--- src/rtl/spi_mem_master.sv ---
// spi_mem_master: turns one parallel request (op + byte) into one SPI frame
// for the memory wrapper's SPI slave, and collects the MISO byte on read-data.
//
// Ports:
//   clk      system clock, all logic on the rising edge
//   rst_n    synchronous active-low reset (aborts any frame in progress)
//   start    request strobe, accepted only while busy=0
//   op       00 write-addr, 01 write-data, 10 read-addr, 11 read-data
//   din      address/data byte (ignored for op 11, which sends 8'hFF)
//   busy     high from the cycle after acceptance until back in idle
//   done     one-cycle pulse on the first SS_n-high cycle after a frame
//   rd_data  byte returned by op 11, held until the next op-11 done
//   SS_n     slave select, active low
//   MOSI     serial out, MSB first
//   MISO     serial in, sampled only while receiving
module spi_mem_master #(
  parameter int unsigned GAP_CYCLES = 1,
  parameter int unsigned RX_DELAY   = 0
) (
  input  logic       clk,
  input  logic       rst_n,
  input  logic       start,
  input  logic [1:0] op,
  input  logic [7:0] din,
  output logic       busy,
  output logic       done,
  output logic [7:0] rd_data,
  output logic       SS_n,
  output logic       MOSI,
  input  logic       MISO
);

  // One timer serves both the WAIT and GAP phases.
  localparam int unsigned TMAX = (GAP_CYCLES > RX_DELAY) ? GAP_CYCLES : RX_DELAY;
  localparam int unsigned TW   = (TMAX > 1) ? $clog2(TMAX) : 1;
  localparam logic [TW-1:0] GAP_LAST  = TW'(GAP_CYCLES - 1);
  localparam logic [TW-1:0] WAIT_LAST = TW'(RX_DELAY - 1);

  typedef enum logic [2:0] {
    ST_IDLE,
    ST_SEL,
    ST_SHIFT,
    ST_WAIT,
    ST_RECV,
    ST_END,
    ST_GAP
  } state_t;

  state_t          state_q, state_d;
  logic [1:0]      op_q, op_d;
  logic [7:0]      pay_q, pay_d;
  logic [3:0]      cnt_q, cnt_d;
  logic [TW-1:0]   tmr_q, tmr_d;
  logic [7:0]      shreg_q, shreg_d;
  logic [7:0]      rd_data_q, rd_data_d;
  logic            ss_n_q, ss_n_d;
  logic            mosi_q, mosi_d;
  logic            busy_q, busy_d;
  logic            done_q, done_d;

  logic [9:0]      frame;
  logic [3:0]      cnt_nxt;

  always_comb begin
    frame     = {op_q, pay_q};
    cnt_nxt   = cnt_q + 4'd1;

    state_d   = state_q;
    op_d      = op_q;
    pay_d     = pay_q;
    cnt_d     = cnt_q;
    tmr_d     = tmr_q;
    shreg_d   = shreg_q;
    rd_data_d = rd_data_q;
    ss_n_d    = ss_n_q;
    mosi_d    = mosi_q;
    busy_d    = busy_q;
    done_d    = 1'b0;

    // Outputs are registered, so each branch sets the values for the
    // state being entered rather than the state currently held.
    case (state_q)
      ST_IDLE: begin
        ss_n_d = 1'b1;
        mosi_d = 1'b0;
        busy_d = 1'b0;
        cnt_d  = '0;
        tmr_d  = '0;
        if (start) begin
          op_d    = op;
          pay_d   = (op == 2'b11) ? 8'hFF : din;
          state_d = ST_SEL;
          ss_n_d  = 1'b0;
          busy_d  = 1'b1;
          mosi_d  = op[1];
        end
      end

      ST_SEL: begin
        state_d = ST_SHIFT;
        cnt_d   = '0;
        mosi_d  = frame[9];
      end

      ST_SHIFT: begin
        if (cnt_q == 4'd9) begin
          cnt_d = '0;
          tmr_d = '0;
          if (op_q == 2'b11) begin
            state_d = (RX_DELAY > 0) ? ST_WAIT : ST_RECV;
            mosi_d  = 1'b1;
          end else begin
            state_d = ST_END;
            mosi_d  = 1'b0;
          end
        end else begin
          cnt_d  = cnt_nxt;
          mosi_d = frame[4'd9 - cnt_nxt];
        end
      end

      ST_WAIT: begin
        mosi_d = 1'b1;
        if (tmr_q == WAIT_LAST) begin
          state_d = ST_RECV;
          tmr_d   = '0;
          cnt_d   = '0;
        end else begin
          tmr_d = tmr_q + 1'b1;
        end
      end

      ST_RECV: begin
        shreg_d = {shreg_q[6:0], MISO};
        if (cnt_q == 4'd7) begin
          state_d = ST_END;
          cnt_d   = '0;
          mosi_d  = 1'b0;
        end else begin
          cnt_d  = cnt_nxt;
          mosi_d = 1'b1;
        end
      end

      ST_END: begin
        state_d = ST_GAP;
        ss_n_d  = 1'b1;
        mosi_d  = 1'b0;
        done_d  = 1'b1;
        tmr_d   = '0;
        if (op_q == 2'b11) begin
          rd_data_d = shreg_q;
        end
      end

      ST_GAP: begin
        if (tmr_q == GAP_LAST) begin
          state_d = ST_IDLE;
          busy_d  = 1'b0;
          tmr_d   = '0;
        end else begin
          tmr_d = tmr_q + 1'b1;
        end
      end

      default: begin
        state_d = ST_IDLE;
        ss_n_d  = 1'b1;
        mosi_d  = 1'b0;
        busy_d  = 1'b0;
      end
    endcase
  end

  always_ff @(posedge clk) begin
    if (!rst_n) begin
      state_q   <= ST_IDLE;
      op_q      <= '0;
      pay_q     <= '0;
      cnt_q     <= '0;
      tmr_q     <= '0;
      shreg_q   <= '0;
      rd_data_q <= '0;
      ss_n_q    <= 1'b1;
      mosi_q    <= 1'b0;
      busy_q    <= 1'b0;
      done_q    <= 1'b0;
    end else begin
      state_q   <= state_d;
      op_q      <= op_d;
      pay_q     <= pay_d;
      cnt_q     <= cnt_d;
      tmr_q     <= tmr_d;
      shreg_q   <= shreg_d;
      rd_data_q <= rd_data_d;
      ss_n_q    <= ss_n_d;
      mosi_q    <= mosi_d;
      busy_q    <= busy_d;
      done_q    <= done_d;
    end
  end

  assign busy    = busy_q;
  assign done    = done_q;
  assign rd_data = rd_data_q;
  assign SS_n    = ss_n_q;
  assign MOSI    = mosi_q;

endmodule

--- config.mk ---
export PLATFORM = sky130hd
export DESIGN_NAME = spi_mem_master
export DESIGN_NICKNAME = d
export VERILOG_FILES = /design/src/rtl/spi_mem_master.sv
export SDC_FILE = /design/constraint.sdc
export NUM_CORES = 1
export LEC_CHECK = 0
export CAP_MARGIN = 20
export CORE_ASPECT_RATIO = 0.7
export CORE_MARGIN = 2
export CORE_UTILIZATION = 56
export CTS_BUF_LIST = sky130_fd_sc_hd__clkbuf_8
export CTS_CLUSTER_SIZE = 12
export DETAILED_ROUTE_END_ITERATION = 8
export PLACE_DENSITY = 0.94
export SYNTH_ARGS = -nofsm -noshare
export SYNTH_HDL_FRONTEND = slang
export SYNTH_SLANG_ARGS = --single-unit
--- constraint.sdc ---
create_clock -name clk -period 2.9 [get_ports clk]
set_input_delay 0.87 -clock clk [delete_from_list [all_inputs] [get_ports clk]]
set_output_delay 0.87 -clock clk [all_outputs]
set_load 0.005 [all_outputs]
After elaboration in Yosys (flattened, before gate mapping). Cells that the tools add are included.

Register bits after elaboration: 38. Input port bits: 14. Output and inout port bits: 12. Logic and storage cells: 73.

$add $sub $neg: 3. $lt $le $gt $ge: 1. Equality and inequality tests: 15. Muxes and demuxes: 29. Bitwise gates (word level): 1. Reduce and logical (&&, ||, !) cells: 13.

Operator list (count): case mux 3 bit (7 select lines) (1); case mux 4 bit (4 select lines) (1); 2-to-1 mux 3 bit (5); 2-to-1 mux 1 bit (13); 2-to-1 mux 4 bit (3); inequality test 2 bit, second input constant (5); AND reduction 2 bit (5); OR reduction 5 bit (2); equality test 3 bit, second input constant (3); 2-to-1 mux 8 bit (1); nonzero test 4 bit (2); equality test 3 x 2 -> 1 bit, second input constant (2); case mux 1 bit (6 select lines) (1); less-than comparator 4 x 5 -> 1 bit, second input constant (1); AND reduction 5 bit (1); adder 4 x 1 -> 4 bit, second input constant (1); binary-select mux 1 bit (select 4 bit) (1); equality test 2 bit, second input constant (2); equality test 4 x 3 -> 1 bit, second input constant (1); equality test 4 bit, second input constant (1); case mux 1 bit (4 select lines) (1); OR reduction 2 bit (2); subtractor 4 bit, first input constant (1); equality test 3 x 1 -> 1 bit, second input constant (1); 5 further kinds (5).

Longest topological paths before layout. Gate-level depths: netlist of the first run.

Depth in word-level cells: 6. Mapped depth: 7. Mapped depth without buffers: 7.

Worst setup path before layout of the first run. No wires, ideal clock.

Path type: reg2reg. Start point: register cnt_q[1]. End point: register mosi_q, in the netlist MOSI. Library setup time: 0.117 ns. Arrival: 2.021 ns. Data required time: 2.783 ns. Slack: 0.761 ns. Cell stages (with the launch flop): 8. Path buffers: 0. Period minus slack after synthesis: 2.139 ns. Path through: dfxtp_1 -> inv_1 -> ha_1 -> ha_1 -> mux4_2 -> mux2i_1 -> nand3b_1 -> a32o_1.

Word-level cells in the longest chain between the ends: 6. Elaborated cells between the ends (all ways): 9. Classes of those cells: add/sub: 2; eq/ne: 2; mux: 5.

Ends and longest elaborated chain: start, declared (RTL line 52) `logic [3:0] cnt_q, cnt_d;`; start signal, assigned (RTL line 192) `cnt_q <= cnt_d;`; adder 4 x 1 -> 4 bit (RTL line 66) `cnt_nxt = cnt_q + 4'd1;`; subtractor 4 bit (RTL line 118) `mosi_d = frame[4'd9 - cnt_nxt];`; binary-select mux 1 bit (select 4 bit) (RTL line 118); 2-to-1 mux 1 bit (implied by the code) (RTL line 118); 2-to-1 mux 1 bit (RTL line 106) `if (cnt_q == 4'd9) begin`; case mux 1 bit (6 select lines) * (RTL line 82) `case (state_q)`; end signal, assigned (RTL line 197) `mosi_q <= mosi_d;`; end, declared (RTL line 57) `logic mosi_q, mosi_d;`.

Mark *: on every way between the ends. The rest lies on a longest branch, timed or not. The select of a mux whose other input is x is not followed. A chain may end at the register's enable or synchronous reset.

Final worst setup path of the first run.
Start point: register cnt_q[0]. End point: register mosi_q, in the netlist MOSI.

The elaborated chain is that of the path after synthesis.

==> out/metrics.cfg, run 1 <==
[yosys]
dominantRegCellSynth = dfxtp_1
synthTopCellsByArea = dfxtp_1, mux2i_1, nor2_1
yosysWarnings = 0
synth_seq_area_share = 0.421
synth_top_area_frac = 0.421
async_flop_share = 0
syn_nets = 212
synth_cells = 195
synth_area_mm2 = 0.00181
ys_ff_latch = 38
synth_commonest_cells = nor2_1, dfxtp_1, mux2i_1
synth.most_common_cell = nor2_1
synth-edff-count = 0
synth_top_cell_by_area = dfxtp_1
synth.avg_cell_area_um2 = 9.27
ys_types = 44

[final_layout]
nNetsFinal = 235
num_antenna_cells = 0
area_growth_pct = 23.0
drive_above_1_share = 0.0959

[clock_network]
clk_pin_slew_ns = 0.08
cts_hold_buf = 0
clk_latency_ns = 0.30
cts_tree = yes
cts_buffers = 5
clockRootBuffer = clkbuf_8
cts_htree_levels = 2
cts_resized = 0
cts.sinks = 38
post_cts_buffers = 0
clockBufferDepth = 2

[floorplan]
die_area_mm2 = 0.00370
fp.coreArea_mm2 = 0.00311
rows = 17
ioPinCount = 26
die_x_um = 71.9
start_util = 0.582
die_y_um = 51.5

[timing]
final.min_clock_period_ns = 2.51
worstMarginPinSlew_ns = 0.648
rsz0062_at_grt = false
fin_worst_skew_ns = 0.00823
finalCritPeriodShare = 0.865
hold_violations = 0
drv_slew = 0
slew_headroom = 0.568
setup_viol = 0
setup_tns_ns = 0
holdWs_ns = 0.505
fmax_mhz = 399

[worst_setup_path]
crit_family = adder cells
worstSetupPathType = reg2reg
end_kind = register
worst-path-buf-inv = 0
cp.arrival_ns = 2.70
r2r_start = cnt_q[0]
start_kind = register
rr_endpoint = MOSI
cp_max_fo = 8
rr_worst_depth = 6
worst_path_max_delay_cell = dfxtp_1
crit_path_cell_trace = ha_1 > ha_1 > mux4_2 > mux2i_1 > nand3b_1 > a32o_1
cpMostUsedCell = ha_1
max_stage_delay_ns = 0.53
crit_required_ns = 3.09
r2r_slack_ns = 0.39

[placed_design]
hpwl_mm = 2.73
numPortBuffers = 25
place_congestion = 0.799

[global_routing]
grt_pass1_wl_mm = 6.58
gr-total-overflow = 0
grt_pass1_vias = 1341
track_usage = 0.235
antenna_found_initial = 0
grt_max_degree = 21

[power_and_ir_drop]
ir_drop_v = 0.000443
powerDensity_mw_per_mm2 = 881
p_leak_uw = 0.000784
sw_frac_of_total = 0.341
switchingPower_uw = 668
pwr-share-comb = 0.329
p_clk_frac = 0.279
p_int_uw = 1290
p_seq_frac = 0.392

[detailed_routing]
initialDrtViolationCount = 146
firstDrtPassIters = 4
antenna_left = 0
drcViolationCount = 0
viasPerCell = 5.82
drt-wirelength-per-cell_um = 15.7
routed_wl_mm = 4.03
vias = 1495

[worst_hold_path]
worstHoldPathCells = 2
holdCritStartpoint = rd_data[7]
hold_class = reg2reg
whs_endpoint = rd_data[7]

[run]
cap_violations = 0

[status]
outcome = complete, no violations

## state kept, by name, summed over array words and instances, names as in the netlist
name     cells
tmr_q        1
SS_n         1
rd_data      8
busy         1
shreg_q      8
cnt_q        4
state_q      3
done         1
pay_q        8
MOSI         1
op_q         2
## power groups by stage
stage / Clock [µW] / Combinational, µW / Sequential [µW]
global route: 564 / 706 / 782
detailed placement: 0 / 625 / 770
floorplan: 0 / 544 / 683
global placement: 0 / 594 / 761
finish: 547 / 644 / 767
CTS: 540 / 641 / 761
## layer usage
layer / GRT usage / up-vias / wire length [µm]
met2: 0.364 / 56 / 1840
met3: 0.0543 / 10 / 229
li1: - / 739 / -
met1: 0.323 / 690 / 1880
met5: 0 / - / 0
met4: 0.0849 / 0 / 84
## placed cells by master (no fill, tap or decap), types with 3 or more instances in the layout
master / instances
a211oi_1: 10
nor2b_1: 4
nand2b_1: 3
nand2_1: 7
a21oi_1: 4
nand3b_1: 6
or3_1: 3
clkdlybuf4s50_1: 25
xnor2_1: 3
nor2_1: 41
clkbuf_8: 5
o21ai_0: 4
mux2i_1: 20
dfxtp_1: 38
ha_1: 3
buf_4: 5
## logic make-up after synthesis
family,after synthesis,share of synthesized area
and+or+nand+nor,77,0.215
adders and majority gates,3,0.0208
buffers and inverters,17,0.0416
AOI/OAI and AO/OA,35,0.152
DFF,38,0.421
xor gates and xnor gates,3,0.0145
muxes,22,0.136
## how the worst max path moves through the flow
| stage | start | endpoint | slack [ns] | cells past startpoint |
|---|---|---|---|---|
| 2_1_floorplan | cnt_q[1] | MOSI | 0.76 | 7 |
| 3_3_place_gp | cnt_q[0] | MOSI | 0.57 | 7 |
| 3_5_place_dp | cnt_q[0] | MOSI | 0.46 | 7 |
| 4_1_cts | cnt_q[0] | MOSI | 0.39 | 6 |
| 5_1_grt | cnt_q[0] | MOSI | 0.24 | 7 |
| 6_report | cnt_q[0] | MOSI | 0.39 | 6 |
## worst min-delay path, stage by stage, from the launching register on
cell and delay (ns):
dfxtp_1 0.33, mux2i_1 0.06, nor2_1 0.08
## final cells by class
| class | instances | area (µm²) |
|---|---|---|
| multi-input cells | 140 | 977 |
| fillers | 212 | 883 |
| flip-flops and latches | 38 | 761 |
| repair buffers | 30 | 288 |
| clock buffers | 5 | 68.8 |
| clock inverters | 3 | 68.8 |
| well taps | 38 | 47.5 |
| inverters | 3 | 11.3 |
## metrics by stage
step / setup slack, ns / instances / utilization / power [µW] / area, µm²
2_1_floorplan: 0.761 / 195 / - / 1230 / 1810
3_3_place_gp: 0.570 / 249 / 0.671 / 1350 / 2080
3_5_place_dp: 0.455 / 249 / 0.671 / 1390 / 2080
4_1_cts: 0.388 / 257 / 0.716 / 1940 / 2220
5_1_grt: 0.240 / 257 / 0.716 / 2050 / 2220
6_report: 0.392 / 257 / 0.716 / 1960 / 2220
No activity file was read; power rests on OpenSTA's default activity.
==> run 2, diff against run 1 <==
CAP_MARGIN = 40   (was 20)
GPL_TIMING_DRIVEN = 0   (was unset)
==> out/metrics.cfg, run 2 (synthesis results as in run 1) <==
[final_layout]
drive_above_1_share = 0.0965  ; +0.000601
final_cell_mix = nor2_1, dfxtp_1, clkdlybuf4s50_1
instances_no_fill = 266  ; +3.5%
final_util = 0.708  ; -0.00725
layout_commonest_cell = nor2_1
seqCellArea_um2 = 761  ; unchanged
nFillCells = 235  ; +11%
multi_input_area_um2 = 971  ; -0.64%
area_growth_pct = 21.7
nNetsFinal = 244  ; +3.8%
num_antenna_cells = 0  ; unchanged

[timing]
finalCritPeriodShare = 0.792  ; -0.0729
finalWorstSetupSlack_ns = 0.603  ; +0.211 ns
setup_tns_ns = 0  ; unchanged
drv_slew = 0  ; unchanged
setup_viol = 0  ; unchanged
rsz0062_at_grt = false
fmax_mhz = 435  ; +9.2%
fin_worst_skew_ns = 0.00641  ; -0.00181 ns
hold_violations = 0  ; unchanged
worstMarginPinSlew_ns = 0.486  ; -0.161 ns
slew_headroom = 0.676  ; +0.108
final.min_clock_period_ns = 2.30  ; -0.211 ns

[global_routing]
grt_pass1_wl_mm = 6.68  ; +1.5%
grt_pass1_vias = 1419  ; +5.8%
grt_max_degree = 13  ; -38%
track_usage = 0.239  ; +0.00408
gr-total-overflow = 0  ; unchanged
antenna_found_initial = 0  ; unchanged

[detailed_routing]
firstDrtPassIters = 4  ; unchanged
vias = 1560  ; +4.3%
antenna_left = 0  ; unchanged
initialDrtViolationCount = 169  ; +16%
viasPerCell = 5.86  ; +0.82%
drt-wirelength-per-cell_um = 15.1  ; -3.7%
routed_wl_mm = 4.02  ; -0.30%
drcViolationCount = 0  ; unchanged

[status]
outcome = complete, no violations

[clock_network]
cts_htree_levels = 2  ; unchanged
cts.sinks = 38  ; unchanged
clk_pin_slew_ns = 0.08  ; about the same
cts_tree = yes
clk_latency_ns = 0.29  ; about the same
post_cts_buffers = 0  ; unchanged
clockRootBuffer = clkbuf_8
cts_buffers = 5  ; unchanged
cts_resized = 0  ; unchanged
clockBufferDepth = 2  ; unchanged
cts_hold_buf = 0  ; unchanged

[worst_setup_path]
start_kind = register
rr_worst_depth = 7  ; +1
cpMostUsedCell = ha_1
r2r_start = cnt_q[1]
worst_path_max_delay_cell = mux4_2
cp-startpoint = cnt_q[1]
end_kind = register
crit_required_ns = 3.09  ; about the same
rr_endpoint = MOSI
r2r_slack_ns = 0.60  ; +0.21 ns
cp.arrival_ns = 2.49  ; -0.21 ns
worstSetupPathType = reg2reg
cp_max_fo = 5  ; -3
crit_path_cell_trace = inv_1 > ha_1 > ha_1 > mux4_2 > mux2i_1 > nand3b_1 > a32o_1
max_stage_delay_ns = 0.50  ; -0.03 ns
endpoint = MOSI

[floorplan]
start_util = 0.582  ; unchanged
ioPinCount = 26  ; unchanged
die_y_um = 51.5  ; unchanged
rows = 17  ; unchanged
die_x_um = 71.9  ; unchanged
fp.coreArea_mm2 = 0.00311  ; unchanged
die_area_mm2 = 0.00370  ; unchanged

[placed_design]
placed_cells = 258  ; +3.6%
place_congestion = 0.949  ; +19%
numPortBuffers = 25  ; unchanged
hpwl_mm = 2.76  ; +1.0%
post-place-ws_ns = 0.457  ; +0.00184 ns

[worst_hold_path]
hold_class = reg2reg
worstHoldPathCells = 2  ; unchanged

[run]
cap_violations = 0  ; unchanged

[power_and_ir_drop]
ir_drop_v = 0.000553  ; +25%
powerDensity_mw_per_mm2 = 817  ; -7.2%
power_uw = 1800  ; -8.2%
p_leak_uw = 0.000780  ; -0.52%

## run 2: worst max-delay path, delay by kind of cell (launching register included)
kind	cells	cell delay [ns]
adder cells (fa/ha/maj)	2	0.74
buffers and inverters	1	0.06
AO/OA/AOI/OAI	1	0.25
AND/OR/NAND/NOR	1	0.09
flip-flops	1	0.40
multiplexers	2	0.66
## run 2: cell type report
cell class              count  share of cell area
clock inverters             2             0.00569
repair buffers             25               0.114
flip-flops and latches     38               0.346
clock buffers               6              0.0375
well taps                  38              0.0216
inverters                   3             0.00512
multi-input cells         140               0.441
plain buffers              14              0.0290
## run 2: routing by layer
layer | part of all wire | up-vias | GRT usage
li1 | - | 755 | -
met1 | 0.47 | 746 | 0.318
met2 | 0.45 | 50 | 0.366
met3 | 0.057 | 9 | 0.0698
met4 | 0.023 | 0 | 0.101
met5 | 0 | - | 0
## run 2: report_power, final
part           internal [µW]  total, µW  switching, µW  leakage (µW)
Combinational            338        715            377      0.000423
Clock                    191        386            195     0.0000472
Sequential               616        696           79.8      0.000310
## run 2: metrics by stage
step	hold slack [ns]	instance area, µm²
6_report	0.504	2200
3_5_place_dp	0.481	2100
2_1_floorplan	0.460	1810
4_1_cts	0.502	2200
5_1_grt	0.508	2200
3_3_place_gp	0.475	2100
## run 2: how the worst min path moves through the flow
stage,slack (ns),startpoint,end
after global routing,0.51,rd_data[0],rd_data[0]
after detailed placement,0.48,rd_data[0],rd_data[0]
final,0.50,pay_q[7],pay_q[7]
after global placement,0.48,rd_data[0],rd_data[0]
after CTS,0.50,rd_data[0],rd_data[0]
after floorplan,0.46,shreg_q[7],shreg_q[7]
